**config.mk**
```make
export PLATFORM = sky130hd
export DESIGN_NAME = imem_boot_loader
export DESIGN_NICKNAME = d
export VERILOG_FILES = /design/src/rtl/imem_boot_loader.sv
export SDC_FILE = /design/constraint.sdc
export NUM_CORES = 1
export LEC_CHECK = 0
export ABC_AREA = 0
export CORE_ASPECT_RATIO = 0.7
export CORE_MARGIN = 5
export CORE_UTILIZATION = 57
export CTS_BUF_LIST = sky130_fd_sc_hd__clkbuf_8
export CTS_CLUSTER_SIZE = 14
export DETAILED_ROUTE_END_ITERATION = 12
export PLACE_DENSITY = 0.82
export RECOVER_POWER = 50
export SKIP_LAST_GASP = 1
export SYNTH_ARGS = -nofsm -noshare
export SYNTH_HDL_FRONTEND = slang
export SYNTH_SLANG_ARGS = --single-unit
```
**constraint.sdc**
```tcl
create_clock -name clk -period 4.35 [get_ports clk]
set_clock_uncertainty 0.15 [all_clocks]
set_input_delay 1.0875 -clock clk [delete_from_list [all_inputs] [get_ports clk]]
set_output_delay 1.0875 -clock clk [all_outputs]
set_load 0.02 [all_outputs]
```
**src/rtl/imem_boot_loader.sv**
```systemverilog
// ---------------------------------------------------------------------------
// imem_boot_loader
//
// Loads the instruction memory at boot from a host byte stream. The stream is
// a 16-bit big-endian word count N followed by 4*N bytes. Each group of four
// bytes is assembled MSB first into one 32-bit word. Words are written to
// consecutive addresses starting at 0. The CPU is held in stall while a load
// is in progress.
//
// Handshake: a byte moves only on a rising edge where byte_valid && byte_ready.
// byte_ready is decoded from the state alone. The host must hold byte_data
// stable while byte_valid is high and byte_ready is low.
//
// Ports:
//   clk        in   system clock, rising edge
//   rst        in   asynchronous active-high reset
//   start      in   one-cycle pulse, begins a load from IDLE/DONE/ERR
//   byte_valid in   host byte present on byte_data
//   byte_data  in   host byte [7:0]
//   byte_ready out  loader accepts a byte this cycle (LEN_HI/LEN_LO/DATA)
//   mem_we     out  registered one-cycle instruction memory write strobe
//   mem_waddr  out  word write address [ADDR_WIDTH-1:0]
//   mem_wdata  out  word write data [DATA_WIDTH-1:0]
//   cpu_stall  out  high while loading or while a write is pending
//   done       out  level, load finished
//   error      out  level, word count exceeded memory capacity
// ---------------------------------------------------------------------------
module imem_boot_loader #(
    parameter int DATA_WIDTH = 32,
    parameter int ADDR_WIDTH = 12
) (
    input  logic                  clk,
    input  logic                  rst,
    input  logic                  start,
    input  logic                  byte_valid,
    input  logic [7:0]            byte_data,
    output logic                  byte_ready,
    output logic                  mem_we,
    output logic [ADDR_WIDTH-1:0] mem_waddr,
    output logic [DATA_WIDTH-1:0] mem_wdata,
    output logic                  cpu_stall,
    output logic                  done,
    output logic                  error
);

    typedef enum logic [2:0] {
        S_IDLE   = 3'd0,
        S_LEN_HI = 3'd1,
        S_LEN_LO = 3'd2,
        S_DATA   = 3'd3,
        S_DONE   = 3'd4,
        S_ERR    = 3'd5
    } state_t;

    // Capacity in words. N equal to this is legal; anything larger is rejected.
    localparam logic [31:0] CAP = 32'd1 << ADDR_WIDTH;

    state_t                r_state;
    state_t                w_next;
    logic [7:0]            r_len_hi;
    logic [15:0]           r_words_left;
    logic [1:0]            r_byte_idx;
    logic [23:0]           r_word;       // first three bytes of the word in flight
    logic [ADDR_WIDTH-1:0] r_waddr;

    logic                  w_xfer;
    logic [15:0]           w_len;
    logic                  w_too_big;
    logic                  w_last_byte;
    logic                  w_last_word;
    logic                  w_loading;

    assign w_xfer      = byte_valid && byte_ready;
    // Full count is evaluated in the same cycle the low byte arrives.
    assign w_len       = {r_len_hi, byte_data};
    assign w_too_big   = {16'd0, w_len} > CAP;
    assign w_last_byte = (r_byte_idx == 2'd3);
    assign w_last_word = (r_words_left == 16'd1);
    assign w_loading   = (r_state == S_LEN_HI) || (r_state == S_LEN_LO) ||
                         (r_state == S_DATA);

    // State register
    always_ff @(posedge clk or posedge rst) begin
        if (rst) begin
            r_state <= S_IDLE;
        end else begin
            r_state <= w_next;
        end
    end

    // Next-state logic; start is only honoured in IDLE, DONE and ERR.
    always_comb begin
        w_next = r_state;
        case (r_state)
            S_IDLE:   if (start) w_next = S_LEN_HI;
            S_LEN_HI: if (w_xfer) w_next = S_LEN_LO;
            S_LEN_LO: begin
                if (w_xfer) begin
                    if (w_len == 16'd0)  w_next = S_DONE;
                    else if (w_too_big)  w_next = S_ERR;
                    else                 w_next = S_DATA;
                end
            end
            S_DATA:   if (w_xfer && w_last_byte && w_last_word) w_next = S_DONE;
            S_DONE:   if (start) w_next = S_LEN_HI;
            S_ERR:    if (start) w_next = S_LEN_HI;
            default:  w_next = S_IDLE;
        endcase
    end

    // State-decoded outputs. mem_we is in cpu_stall so the CPU cannot resume
    // while the final word is still being written.
    always_comb begin
        byte_ready = w_loading;
        cpu_stall  = w_loading || mem_we;
        done       = (r_state == S_DONE);
        error      = (r_state == S_ERR);
    end

    // Datapath: length capture, word assembly and write sequencing.
    always_ff @(posedge clk or posedge rst) begin
        if (rst) begin
            r_len_hi     <= 8'd0;
            r_words_left <= 16'd0;
            r_byte_idx   <= 2'd0;
            r_word       <= 24'd0;
            r_waddr      <= '0;
            mem_we       <= 1'b0;
            mem_waddr    <= '0;
            mem_wdata    <= '0;
        end else begin
            mem_we <= 1'b0;
            if ((r_state == S_LEN_HI) && w_xfer) begin
                r_len_hi <= byte_data;
            end
            if ((r_state == S_LEN_LO) && w_xfer) begin
                r_words_left <= w_len;
                r_byte_idx   <= 2'd0;
                r_waddr      <= '0;
            end
            if ((r_state == S_DATA) && w_xfer) begin
                r_word     <= {r_word[15:0], byte_data};
                r_byte_idx <= r_byte_idx + 2'd1;
                if (w_last_byte) begin
                    mem_we       <= 1'b1;
                    mem_wdata    <= {r_word, byte_data};
                    mem_waddr    <= r_waddr;
                    // After a full-capacity load this wraps to 0 but is never used.
                    r_waddr      <= r_waddr + ADDR_WIDTH'(1);
                    r_words_left <= r_words_left - 16'd1;
                end
            end
        end
    end

endmodule

```
==> metrics.md <==
| Metric | Value |
|---|---|
| Crit Path Max Fanout | `25` |
| Synth Warn # | `0` |
| Port buffer count | `60` |
| Cts hold-fix bufs | `0` |
| Fin crit share | `0.780` |
| First-pass GRT wire length | `18.4 mm` |
| Ports | `61` |
| Layout cells sized above 1 | `0.124` |
| CP endpoint kind | `register` |
| Number of flops mapped to enable cells by yosys | `0` |
| Status | `finished with violations` |
| Fin crit period | `3.39 ns` |
| Seq cells post-synth | `110` |
| Count of pins over their slew limit | `60` |
| Total power | `0.00285 W` |
| Number of diodes | `0` |
| Async S/R FF share, synth | `1.00` |
| Clk root buf | `clkbuf_8` |
| TritonCTS clock tree | `built` |
| Leading area contributor after synthesis | `dfrtp_1` |
| Final ANT Viol Nets | `0` |
| DP Wirelength | `7.24 mm` |
| Largest net degree at the start of global routing | `60` |
| Layout area overhead | `16.5%` |
| Post-Syn Area | `4850 sq um` |
| Netlist cell types | `50` |
| Met3 wire length | `674 um` |
| Fmax achieved | `0.295 GHz` |
| Sequential fraction of the synthesis area | `0.567` |
| DRC Markers | `0` |
| CP Launch Type | `input port` |
| RSZ-0062 raised after global routing | `no` |
| Clk_lat worst skew | `0.38 ns` |
| Setup_tns | `0 ns` |
| Final nets | `551` |
| Via count | `3668` |
| Crit path required time | `4.49 ns` |
| Initial antenna violation count | `0` |
| Endpoints failing hold | `0` |
| DR top layer | `met4` |
| Syn nets | `499` |
| Setup CP Type | `in2reg` |
| Top FF cell, synth | `dfrtp_1` |
| GRT Resource Usage Total | `0.222` |
| WL met2 | `4.82 mm` |
| Cts bufs inserted | `9` |
| Top cells by area, synth | `dfrtp_1 57%, nand2_1 12%, mux2_2 7.9%` |
| Die H | `87.2 um` |
| Setup Fix Bufs, Post-CTS | `0` |
| GRT overflow | `0` |
| Measured slew at the worst slew-check pin | `2.19 ns` |
| Lkg Pwr | `2.67 nW` |
| Fillers | `688` |
| Die Area | `10500 sq um` |
| H-tree depth | `3` |
| Routed WL per cell | `16.2 um` |
| Worst Path Arrival | `3.53 ns` |
| Initial Utilization | `0.579` |
| Number of global-route vias before repair | `3801` |
| Most frequent cells in the layout | `160 x nand2_1, 110 x dfrtp_1, 59 x clkdlybuf4s50_1, 34 x mux2_2, 22 x nor2_1` |
| Post-DR vias/cell | `5.69` |
| Post-Syn Instances | `483` |
| Syn avg cell area | `10.0 sq um` |
| RePlAce Congestion | `0.895` |
| Hold WC Path Type | `reg2reg` |
| Max_cap viols | `1` |
| Met1 WL | `4.81 mm` |
| Setup violators final | `0` |
| Post-cts sizing count | `0` |
| Max IR drop VDD | `0.324 mV` |
| Iteration-0 DRC Markers | `348` |
| Total wire length | `10.4 mm` |
| Core area | `8370 sq um` |
| Clock Sinks | `110` |
| First drt pass iteration count | `4` |
| Num rows | `28` |
| Violated checks | `capacitance limit, slew limit` |
| Most common cell after layout, fill and taps aside | `nand2_1` |
| Clock slew at reported path FFs | `0.09 ns` |
| DIE WIDTH | `120 um` |
| Top-area cell type share of the netlist area | `0.567` |
| Clk buf depth | `2` |
| Rel. slew slack | `-0.462` |
| P per Cell Area | `505 nW/um^2` |
==> metrics by stage <==
stage	setup WS, ns	instance area (sq um)	hold WS (ns)	util	cells
finish	0.959	5650	0.324	0.675	645
global route	0.575	5650	0.342	0.675	645
CTS	1.02	5670	0.330	0.677	645
detailed placement	0.764	5490	0.305	0.656	629
global placement	0.892	5490	0.295	0.656	629
floorplan	0.210	4850	0.283	-	483
==> state kept, by name, indices dropped and copies added, names as in the netlist <==
| register | cells |
|---|---|
| mem_we | 1 |
| mem_waddr | 12 |
| r_word | 24 |
| r_words_left | 16 |
| r_state | 3 |
| r_len_hi | 8 |
| mem_wdata | 32 |
| r_waddr | 12 |
| r_byte_idx | 2 |
==> cell families (layout without fill, tap and decap cells) <==
kind of cell,after synthesis,after routing,share of synthesized area
muxes,38,38,0.0872
xor gates and xnor gates,2,2,0.00361
and+or+nand+nor,244,244,0.227
DFF,110,110,0.567
AOI/OAI and AO/OA,50,50,0.0676
adders and majority gates,5,5,0.0124
buffers and inverters,34,91,0.0351
==> per-layer routing <==
layer | track usage | vias to the layer above
met1 | 0.298 | 1806
met3 | 0.0662 | 7
met2 | 0.355 | 101
li1 | - | 1754
met4 | 0.0617 | 0
met5 | 0 | -
==> report_power, final <==
group / internal [W] / switching (W) / total (W)
clock: 0.000222 / 0.000329 / 0.000551
combinational: 0.000386 / 0.000361 / 0.000747
sequential: 0.00129 / 0.000271 / 0.00156
==> cells in the mapped netlist, drive strengths merged (2+ instances only) <==
library cell  number
nand2            160
a311oi             2
nor3              11
o21ai             14
and3               4
o22ai              4
inv                9
nand4b             2
ha                 4
buf               13
clkbuf            12
mux2              34
nand2b             3
mux2i              4
nand3             13
nor4              10
or4                3
a211oi             4
xor2               2
dfrtp            110
and4               2
a31o               2
or3                2
a21oi             11
nand4              5
or2                2
nor2              22
==> area by class of cell <==
class                      count  area (sq um)  area share
clock buffer                  10           138      0.0244
multi-input combinational    339          1920       0.339
sequential                   110          2750       0.487
inverter                       9          33.8     0.00598
timing repair buffer          66           642       0.114
tap                          105           131      0.0233
clock inverter                 6          36.3     0.00642
==> worst paths after layout <==
kind                                              from                         to  slack (ns)  cells after the start
worst max register to register  r_state[2]$_DFFE_PP0P_      r_word[9]$_DFFE_PP0P_        1.68                      4
max in group asynchronous                          rst  mem_wdata[20]$_DFFE_PP0P_        1.11                      3
worst max-delay path                        byte_valid  r_words_left[6]$_DFF_PP0_        0.96                      6
worst min-delay path            r_word[17]$_DFFE_PP0P_  mem_wdata[25]$_DFFE_PP0P_        0.32                      2
worst min register to register  r_word[17]$_DFFE_PP0P_  mem_wdata[25]$_DFFE_PP0P_        0.32                      2
min in group asynchronous                          rst  mem_wdata[22]$_DFFE_PP0P_        1.60                      2
==> worst max-delay path, stage by stage <==
cell	delay [ns]
dlygate4sd3_1	0.68
nand3b_1	0.26
or2_2	0.56
nand2_1	0.52
a21oi_1	0.14
a311oi_1	0.27
Note: power is estimated with default switching activity, not from simulation.
